`src/rtl/ctrl_pkg.sv`:
```
// Shared encodings for the multicycle control unit: FSM states, opcodes,
// datapath mux selects, ALU operation classes and trap causes.
package ctrl_pkg;

  typedef enum logic [3:0] {
    FETCH, DECODE, MEM_ADR, MEM_READ, MEM_WB, MEM_WRITE, EXECUTE_R, EXECUTE_I,
    MDU_EXEC, ALU_WB, JAL, JALR, BRANCH, LUI, AUIPC, TRAP
  } state_e;

  // Major opcodes
  localparam logic [6:0] OP_LOAD   = 7'b0000011;
  localparam logic [6:0] OP_STORE  = 7'b0100011;
  localparam logic [6:0] OP_REG    = 7'b0110011;
  localparam logic [6:0] OP_IMM    = 7'b0010011;
  localparam logic [6:0] OP_BRANCH = 7'b1100011;
  localparam logic [6:0] OP_JAL    = 7'b1101111;
  localparam logic [6:0] OP_JALR   = 7'b1100111;
  localparam logic [6:0] OP_LUI    = 7'b0110111;
  localparam logic [6:0] OP_AUIPC  = 7'b0010111;

  localparam logic [6:0] FUNCT7_MDU = 7'b0000001;

  // ALU A/B operand selects
  localparam logic [1:0] SRCA_PC    = 2'b00;
  localparam logic [1:0] SRCA_OLDPC = 2'b01;
  localparam logic [1:0] SRCA_RS1   = 2'b10;
  localparam logic [1:0] SRCA_ZERO  = 2'b11;
  localparam logic [1:0] SRCB_RS2   = 2'b00;
  localparam logic [1:0] SRCB_IMM   = 2'b01;
  localparam logic [1:0] SRCB_FOUR  = 2'b10;

  // Result bus select
  localparam logic [1:0] RES_ALUOUT    = 2'b00;
  localparam logic [1:0] RES_DATA      = 2'b01;
  localparam logic [1:0] RES_ALURESULT = 2'b10;

  // Immediate formats
  localparam logic [2:0] IMM_I = 3'b000;
  localparam logic [2:0] IMM_S = 3'b001;
  localparam logic [2:0] IMM_B = 3'b010;
  localparam logic [2:0] IMM_J = 3'b011;
  localparam logic [2:0] IMM_U = 3'b100;

  // Trap causes
  localparam logic [1:0] CAUSE_NONE    = 2'b00;
  localparam logic [1:0] CAUSE_ILLEGAL = 2'b01;
  localparam logic [1:0] CAUSE_TIMEOUT = 2'b10;

  // Operation class handed to the ALU decoder
  typedef enum logic [1:0] {ALUOP_ADD, ALUOP_SUB, ALUOP_FUNCT, ALUOP_MDU} alu_op_e;

  // ALUControl codes; the MDU reads funct3 itself, so its class is one code
  localparam logic [3:0] ALU_ADD  = 4'd0;
  localparam logic [3:0] ALU_SUB  = 4'd1;
  localparam logic [3:0] ALU_AND  = 4'd2;
  localparam logic [3:0] ALU_OR   = 4'd3;
  localparam logic [3:0] ALU_XOR  = 4'd4;
  localparam logic [3:0] ALU_SLT  = 4'd5;
  localparam logic [3:0] ALU_SLTU = 4'd6;
  localparam logic [3:0] ALU_SLL  = 4'd7;
  localparam logic [3:0] ALU_SRL  = 4'd8;
  localparam logic [3:0] ALU_SRA  = 4'd9;
  localparam logic [3:0] ALU_MDU  = 4'd15;

  // Branch condition from funct3 and the ALU compare flags (010/011 reserved)
  function automatic logic branch_taken(input logic [2:0] f3, input logic zero,
                                        input logic lt, input logic ltu);
    case (f3)
      3'b000:  return zero;
      3'b001:  return !zero;
      3'b100:  return lt;
      3'b101:  return !lt;
      3'b110:  return ltu;
      3'b111:  return !ltu;
      default: return 1'b0;
    endcase
  endfunction

endpackage

```
`src/rtl/aludecoder.sv`:
```
// ALU operation decoder: maps operation class plus funct fields to ALUControl.
module aludecoder
  import ctrl_pkg::*;
(
  input  alu_op_e    alu_op,
  input  logic [2:0] funct3,
  input  logic       funct7b5,
  input  logic       op_b5,
  output logic [3:0] alu_control
);

  // Select the ALU function; sub only for R-type, sra for either shift form
  always_comb begin
    // NOTE: default first so every path assigns the output and no latch forms.
    alu_control = ALU_ADD;
    case (alu_op)
      ALUOP_ADD: alu_control = ALU_ADD;
      ALUOP_SUB: alu_control = ALU_SUB;
      ALUOP_MDU: alu_control = ALU_MDU;
      default: begin
        case (funct3)
          3'b000:  alu_control = (op_b5 && funct7b5) ? ALU_SUB : ALU_ADD;
          3'b001:  alu_control = ALU_SLL;
          3'b010:  alu_control = ALU_SLT;
          3'b011:  alu_control = ALU_SLTU;
          3'b100:  alu_control = ALU_XOR;
          3'b101:  alu_control = funct7b5 ? ALU_SRA : ALU_SRL;
          3'b110:  alu_control = ALU_OR;
          default: alu_control = ALU_AND;
        endcase
      end
    endcase
  end

endmodule

```
`src/rtl/mc_control_unit.sv`:
```
// Multicycle RISC-V control FSM with memory/MDU handshakes, wait timeout and
// illegal-instruction trap.
module mc_control_unit
  import ctrl_pkg::*;
#(
  parameter bit          MEM_HANDSHAKE = 1'b1,
  parameter bit          MDU_EN        = 1'b1,
  parameter int unsigned TIMEOUT       = 255
) (
  input  logic       clk,
  input  logic       reset,
  input  logic [6:0] op,
  input  logic [2:0] funct3,
  input  logic [6:0] funct7,
  input  logic       Zero,
  input  logic       Lt,
  input  logic       Ltu,
  input  logic       MemReady,
  input  logic       MdDone,
  output logic [2:0] ImmSrc,
  output logic [1:0] ALUSrcA,
  output logic [1:0] ALUSrcB,
  output logic [1:0] ResultSrc,
  output logic       AdrSrc,
  output logic [3:0] ALUControl,
  output logic [2:0] LST,
  output logic       IRWrite,
  output logic       PCWrite,
  output logic       RegWrite,
  output logic       MemWrite,
  output logic       MemReq,
  output logic       LSE,
  output logic       MdStart,
  output logic       Trap,
  output logic [1:0] TrapCause
);

  localparam int unsigned CNT_W = $clog2(TIMEOUT + 1);

  state_e           state, next_state;
  logic [CNT_W-1:0] wait_cnt;
  logic [1:0]       trap_cause_q, trap_next;
  logic             md_wb_q;
  logic             mem_ready, waiting, done, timeout_hit;
  logic [2:0]       imm_sel;
  alu_op_e          alu_op;

  assign mem_ready = MEM_HANDSHAKE ? MemReady : 1'b1;

  // State, wait counter, latched trap cause and "came from MDU" flag
  always_ff @(posedge clk or posedge reset) begin
    if (reset) begin
      state        <= FETCH;
      wait_cnt     <= '0;
      trap_cause_q <= CAUSE_NONE;
      md_wb_q      <= 1'b0;
    end else begin
      // NOTE: non-blocking so every register samples pre-edge values together.
      state   <= next_state;
      md_wb_q <= (state == MDU_EXEC);
      if (next_state != state) wait_cnt <= '0;
      else if (waiting)        wait_cnt <= wait_cnt + 1'b1;
      if (state != TRAP && next_state == TRAP) trap_cause_q <= trap_next;
    end
  end

  // Wait-state detection; completion on the last allowed cycle beats timeout
  always_comb begin
    waiting = 1'b0;
    done    = 1'b0;
    case (state)
      FETCH, MEM_READ, MEM_WRITE: begin waiting = 1'b1; done = mem_ready; end
      MDU_EXEC:                   begin waiting = 1'b1; done = MdDone;    end
      default: ;
    endcase
    timeout_hit = waiting && !done && (wait_cnt == CNT_W'(TIMEOUT - 1));
  end

  // Immediate format from opcode
  always_comb begin
    case (op)
      OP_STORE:         imm_sel = IMM_S;
      OP_BRANCH:        imm_sel = IMM_B;
      OP_JAL:           imm_sel = IMM_J;
      OP_LUI, OP_AUIPC: imm_sel = IMM_U;
      default:          imm_sel = IMM_I;
    endcase
  end

  // Next state and per-state control outputs
  always_comb begin
    next_state = state;
    trap_next  = CAUSE_NONE;
    alu_op     = ALUOP_ADD;
    ImmSrc     = IMM_I;
    ALUSrcA    = SRCA_PC;
    ALUSrcB    = SRCB_RS2;
    ResultSrc  = RES_ALUOUT;
    AdrSrc     = 1'b0;
    LST        = 3'b000;
    IRWrite    = 1'b0;
    PCWrite    = 1'b0;
    RegWrite   = 1'b0;
    MemWrite   = 1'b0;
    MemReq     = 1'b0;
    LSE        = 1'b0;
    MdStart    = 1'b0;
    Trap       = 1'b0;
    TrapCause  = CAUSE_NONE;
    case (state)
      FETCH: begin
        MemReq    = 1'b1;
        ALUSrcA   = SRCA_PC;
        ALUSrcB   = SRCB_FOUR;
        ResultSrc = RES_ALURESULT;
        if (mem_ready) begin
          IRWrite    = 1'b1;
          PCWrite    = 1'b1;
          next_state = DECODE;
        end
      end
      DECODE: begin
        ALUSrcA = SRCA_OLDPC;
        ALUSrcB = SRCB_IMM;
        ImmSrc  = imm_sel;
        case (op)
          OP_LOAD, OP_STORE: next_state = MEM_ADR;
          OP_REG: begin
            if (funct7 != FUNCT7_MDU) next_state = EXECUTE_R;
            else if (MDU_EN)          next_state = MDU_EXEC;
            else begin next_state = TRAP; trap_next = CAUSE_ILLEGAL; end
          end
          OP_IMM:    next_state = EXECUTE_I;
          OP_BRANCH: next_state = BRANCH;
          OP_JAL:    next_state = JAL;
          OP_JALR:   next_state = JALR;
          OP_LUI:    next_state = LUI;
          OP_AUIPC:  next_state = AUIPC;
          default: begin next_state = TRAP; trap_next = CAUSE_ILLEGAL; end
        endcase
      end
      MEM_ADR: begin
        LSE        = 1'b1;
        LST        = funct3;
        ALUSrcA    = SRCA_RS1;
        ALUSrcB    = SRCB_IMM;
        ImmSrc     = imm_sel;
        next_state = (op == OP_STORE) ? MEM_WRITE : MEM_READ;
      end
      MEM_READ: begin
        MemReq = 1'b1;
        AdrSrc = 1'b1;
        if (mem_ready) next_state = MEM_WB;
      end
      MEM_WB: begin
        ResultSrc  = RES_DATA;
        RegWrite   = 1'b1;
        next_state = FETCH;
      end
      MEM_WRITE: begin
        MemReq   = 1'b1;
        MemWrite = 1'b1;
        AdrSrc   = 1'b1;
        if (mem_ready) next_state = FETCH;
      end
      EXECUTE_R: begin
        ALUSrcA    = SRCA_RS1;
        ALUSrcB    = SRCB_RS2;
        alu_op     = ALUOP_FUNCT;
        next_state = ALU_WB;
      end
      EXECUTE_I: begin
        ALUSrcA    = SRCA_RS1;
        ALUSrcB    = SRCB_IMM;
        ImmSrc     = imm_sel;
        alu_op     = ALUOP_FUNCT;
        next_state = ALU_WB;
      end
      MDU_EXEC: begin
        alu_op  = ALUOP_MDU;
        // counter is cleared on entry, so zero marks the first cycle here
        MdStart = (wait_cnt == '0);
        if (MdDone) next_state = ALU_WB;
      end
      ALU_WB: begin
        ResultSrc  = md_wb_q ? RES_ALURESULT : RES_ALUOUT;
        RegWrite   = 1'b1;
        next_state = FETCH;
      end
      JAL: begin
        PCWrite    = 1'b1;
        ResultSrc  = RES_ALUOUT;
        ALUSrcA    = SRCA_OLDPC;
        ALUSrcB    = SRCB_FOUR;
        next_state = ALU_WB;
      end
      JALR: begin
        PCWrite    = 1'b1;
        ALUSrcA    = SRCA_RS1;
        ALUSrcB    = SRCB_IMM;
        ImmSrc     = imm_sel;
        ResultSrc  = RES_ALURESULT;
        next_state = ALU_WB;
      end
      BRANCH: begin
        ALUSrcA    = SRCA_RS1;
        ALUSrcB    = SRCB_RS2;
        alu_op     = ALUOP_SUB;
        ResultSrc  = RES_ALUOUT;
        PCWrite    = branch_taken(funct3, Zero, Lt, Ltu);
        next_state = FETCH;
      end
      LUI: begin
        ALUSrcA    = SRCA_ZERO;
        ALUSrcB    = SRCB_IMM;
        ImmSrc     = imm_sel;
        next_state = ALU_WB;
      end
      AUIPC: begin
        ALUSrcA    = SRCA_OLDPC;
        ALUSrcB    = SRCB_IMM;
        ImmSrc     = imm_sel;
        next_state = ALU_WB;
      end
      default: begin
        Trap      = 1'b1;
        TrapCause = trap_cause_q;
      end
    endcase
    if (timeout_hit) begin
      next_state = TRAP;
      trap_next  = CAUSE_TIMEOUT;
    end
    // reset is asynchronous, so strobes are gated directly rather than by state
    if (reset) begin
      IRWrite  = 1'b0;
      PCWrite  = 1'b0;
      RegWrite = 1'b0;
      MemWrite = 1'b0;
      MdStart  = 1'b0;
      Trap     = 1'b0;
    end
  end

  aludecoder u_aludecoder (
    .alu_op      (alu_op),
    .funct3      (funct3),
    .funct7b5    (funct7[5]),
    .op_b5       (op[5]),
    .alu_control (ALUControl)
  );

endmodule

```
`config.mk`:
```
export PLATFORM = sky130hd
export DESIGN_NAME = mc_control_unit
export DESIGN_NICKNAME = d
export VERILOG_FILES = /design/src/rtl/ctrl_pkg.sv /design/src/rtl/aludecoder.sv /design/src/rtl/mc_control_unit.sv
export SDC_FILE = /design/constraint.sdc
export NUM_CORES = 1
export LEC_CHECK = 0
export BUFFER_PORTS_ARGS = -buffer_cell sky130_fd_sc_hd__buf_2
export CAP_MARGIN = 20
export CORE_ASPECT_RATIO = 0.9
export CORE_MARGIN = 2
export CORE_UTILIZATION = 30
export DETAILED_ROUTE_END_ITERATION = 10
export SLEW_MARGIN = 10
export SYNTH_ARGS = -nofsm -noshare
export SYNTH_HDL_FRONTEND = slang
export SYNTH_SLANG_ARGS = --single-unit
```
`constraint.sdc`:
```
create_clock -name clk -period 4.4 [get_ports clk]
set_input_delay 0.88 -clock clk [delete_from_list [all_inputs] [get_ports clk]]
set_output_delay 0.88 -clock clk [all_outputs]
set_load 0.1 [all_outputs]
```
==> run summary <==
DR vias/cell - 5.34
Detailed Route WL - 4.38 mm
R2R Path Start - state[1]$_DFF_PP0_
DP Wirelength - 3.31 mm
status - finished clean
critical path's slowest cell - nor4_1
Least-Margin Pin Slew - 0.727 ns
CP Max Fanout - 9
largest net degree at the start of global routing - 24
Top FF cell, synth - dfrtp_1
number of fillers in the final layout - 530
Mapped Area - 0.00156 mm2
clock sink count - 15
Clock Tree Buf Depth - 2
vias in the first global route - 1,490
CTS tree - built
Worst Setup End Kind - output pin
M2 GR Usage - 23.0%
top area cells in the synthesized netlist - dfrtp_1 24%, nor3_1 5.1%, nand2_1 5.1%
fin util - 38.4%
worst min path class - reg -> reg
Worst slew margin - 51.6%
Final ANT Viol Nets - 0
largest stage delay on the critical path - 0.53 ns
TNS Setup - 0 ns
Port-buffer cells - 50
FFs w/ async S/R, synth - 100%
Global Route met1 Usage - 24.3%
clock-pin transition on the worst setup and hold timing paths - 0.06 ns
Setup Viol. Count Final - 0
first-pass GRT wire length - 7.38 mm
Wirelength per Cell - 13.7 um
max-slew violation count - 0
CTS Hold Bufs - 0
Starting Density - 31.7%
met3 usage - 2.61%
ANT cells - 0
post-CTS setup buffer count - 0
Worst-Skew Late Latency - 0.25 ns
crit path from - op[3]
startpoint types - primary input
fmax - 299 MHz
gpl congestion - 0.784
die extent in x - 80.0 um
placed cells - 315
Seq/Total Area, Yosys - 24.1%
Tmin final - 3.35 ns
Clock Skew - 0.00427 ns
H-tree depth - 1
Mapped Cells - 211
Reg area - 375 um2
GRT Util Overall - 15.5%
RSZ-0062 raised after global routing - false
Min-Delay Startpoint - trap_cause_q[1]$_DFFE_PP0P_
Hold Crit Depth - 1
initial antenna violation count - 0
EDFF count, synth - 0
Synth Register Bits - 15
crit share post-route - 76.1%
most used cell, CP - buf_2
layout cells sized above 1 - 24.0%
CP Data Arrival Time - 2.47 ns
# IOs - 51
root buffer cell - clkbuf_8
CP Cell Sequence - buf_2 -> nand3b_1 -> nor4_1 -> a21oi_1 -> nor2_1 -> buf_2
average cell area after synthesis - 7.39 um2
Final Hold Vio Count - 0
Detailed Route Iter0 Violations - 117
Final Non-Filler Cells - 319
top-area cell type share of the netlist area - 24.1%
yosys warns - 0
post-synthesis cell type count - 50
worst-case reg-to-reg path depth - 9
dominant cell type by area after synthesis - dfrtp_1
DIE AREA - 0.00579 mm2
maxcap violations - 0
Syn Nets - 238
CP required - 3.52 ns
nets - 282
vias - 1,704
detailed-route DRC error count - 0
num rows - 24
Die Span Y - 72.4 um
Area Growth Syn to Fin - 21.2%
busiest grt layer - met1
Multi-input gate area - 0.00108 mm2
top cells by count, synth - 21 x nand2_1, 20 x nor2_1, 16 x nor3_1
drt pass-1 iters - 4
class of the most critical setup path - in -> out
total grt overflow - 0
total CTS buffers - 3
core area - 0.00492 mm2
post_cts resized - 0
most common cell in the netlist - nand2_1
[critical path, delay by kind of cell]
kind                   cells  cell delay, ns
buffers and inverters      2            0.54
AO/OA/AOI/OAI              1            0.08
AND/OR/NAND/NOR            3            0.95
[logic make-up (layout without fill, tap and decap cells)]
group,count (synthesis),after routing,share of synthesized area (%)
and+or+nand+nor,97,97,32.0
DFF,15,15,24.1
muxes,4,4,3.37
xor gates and xnor gates,13,13,7.30
adders and majority gates,3,3,2.41
buffers and inverters,26,69,7.30
AOI/OAI and AO/OA,53,53,23.5
[per-layer routing]
layer | up-vias | part of all wire, %
li1 | 858 | -
met1 | 789 | 51
met2 | 55 | 43
met3 | 2 | 5.7
met4 | 0 | 0.18
met5 | - | 0
[final timing paths]
kind / slack [ns] / to
worst max register to register: 1.25 / wait_cnt[7]$_DFFE_PP0P_
worst min-delay path: 0.47 / trap_cause_q[1]$_DFFE_PP0P_
max in group asynchronous: 3.24 / wait_cnt[5]$_DFFE_PP0P_
worst max-delay path: 1.05 / ImmSrc[0]
min in group asynchronous: 0.77 / wait_cnt[7]$_DFFE_PP0P_
worst min register to register: 0.47 / trap_cause_q[1]$_DFFE_PP0P_
[placed cells by master (no fill, tap or decap), types with 4 or more instances in the layout]
cell / instances
a21oi_1: 12
and2_1: 4
and3_1: 6
buf_2: 50
dfrtp_1: 15
inv_1: 13
nand2_1: 21
nand3_1: 4
nand4_1: 4
nor2_1: 20
nor3_1: 16
o21ai_0: 10
xnor2_1: 4
xor2_1: 9
[sequential cells by signal, indices dropped and copies added (netlist names)]
register and cells:
wait_cnt 8, state 4, trap_cause_q 2, md_wb_q 1
[final cells by class]
cell class	count	area share, %
Multi-Input combinational cell	170	57.0
Tap cell	65	4.30
Sequential cell	15	19.9
Clock inverter	1	0.265
Timing Repair Buffer	51	13.6
Clock buffer	3	2.19
Inverter	14	2.78
[per-stage QoR]
stage          hold slack, ns  cell area (um2)  setup slack (ns)
6_report                0.468             1890              1.05
5_1_grt                 0.502             1890             0.867
4_1_cts                 0.471             1890              1.07
3_5_place_dp            0.457             1840              1.07
3_3_place_gp            0.452             1840              1.11
2_1_floorplan           0.441             1570             0.115
Power is not shown: default switching activity piles up to over one toggle a cycle in this logic, so the estimate is an artifact.
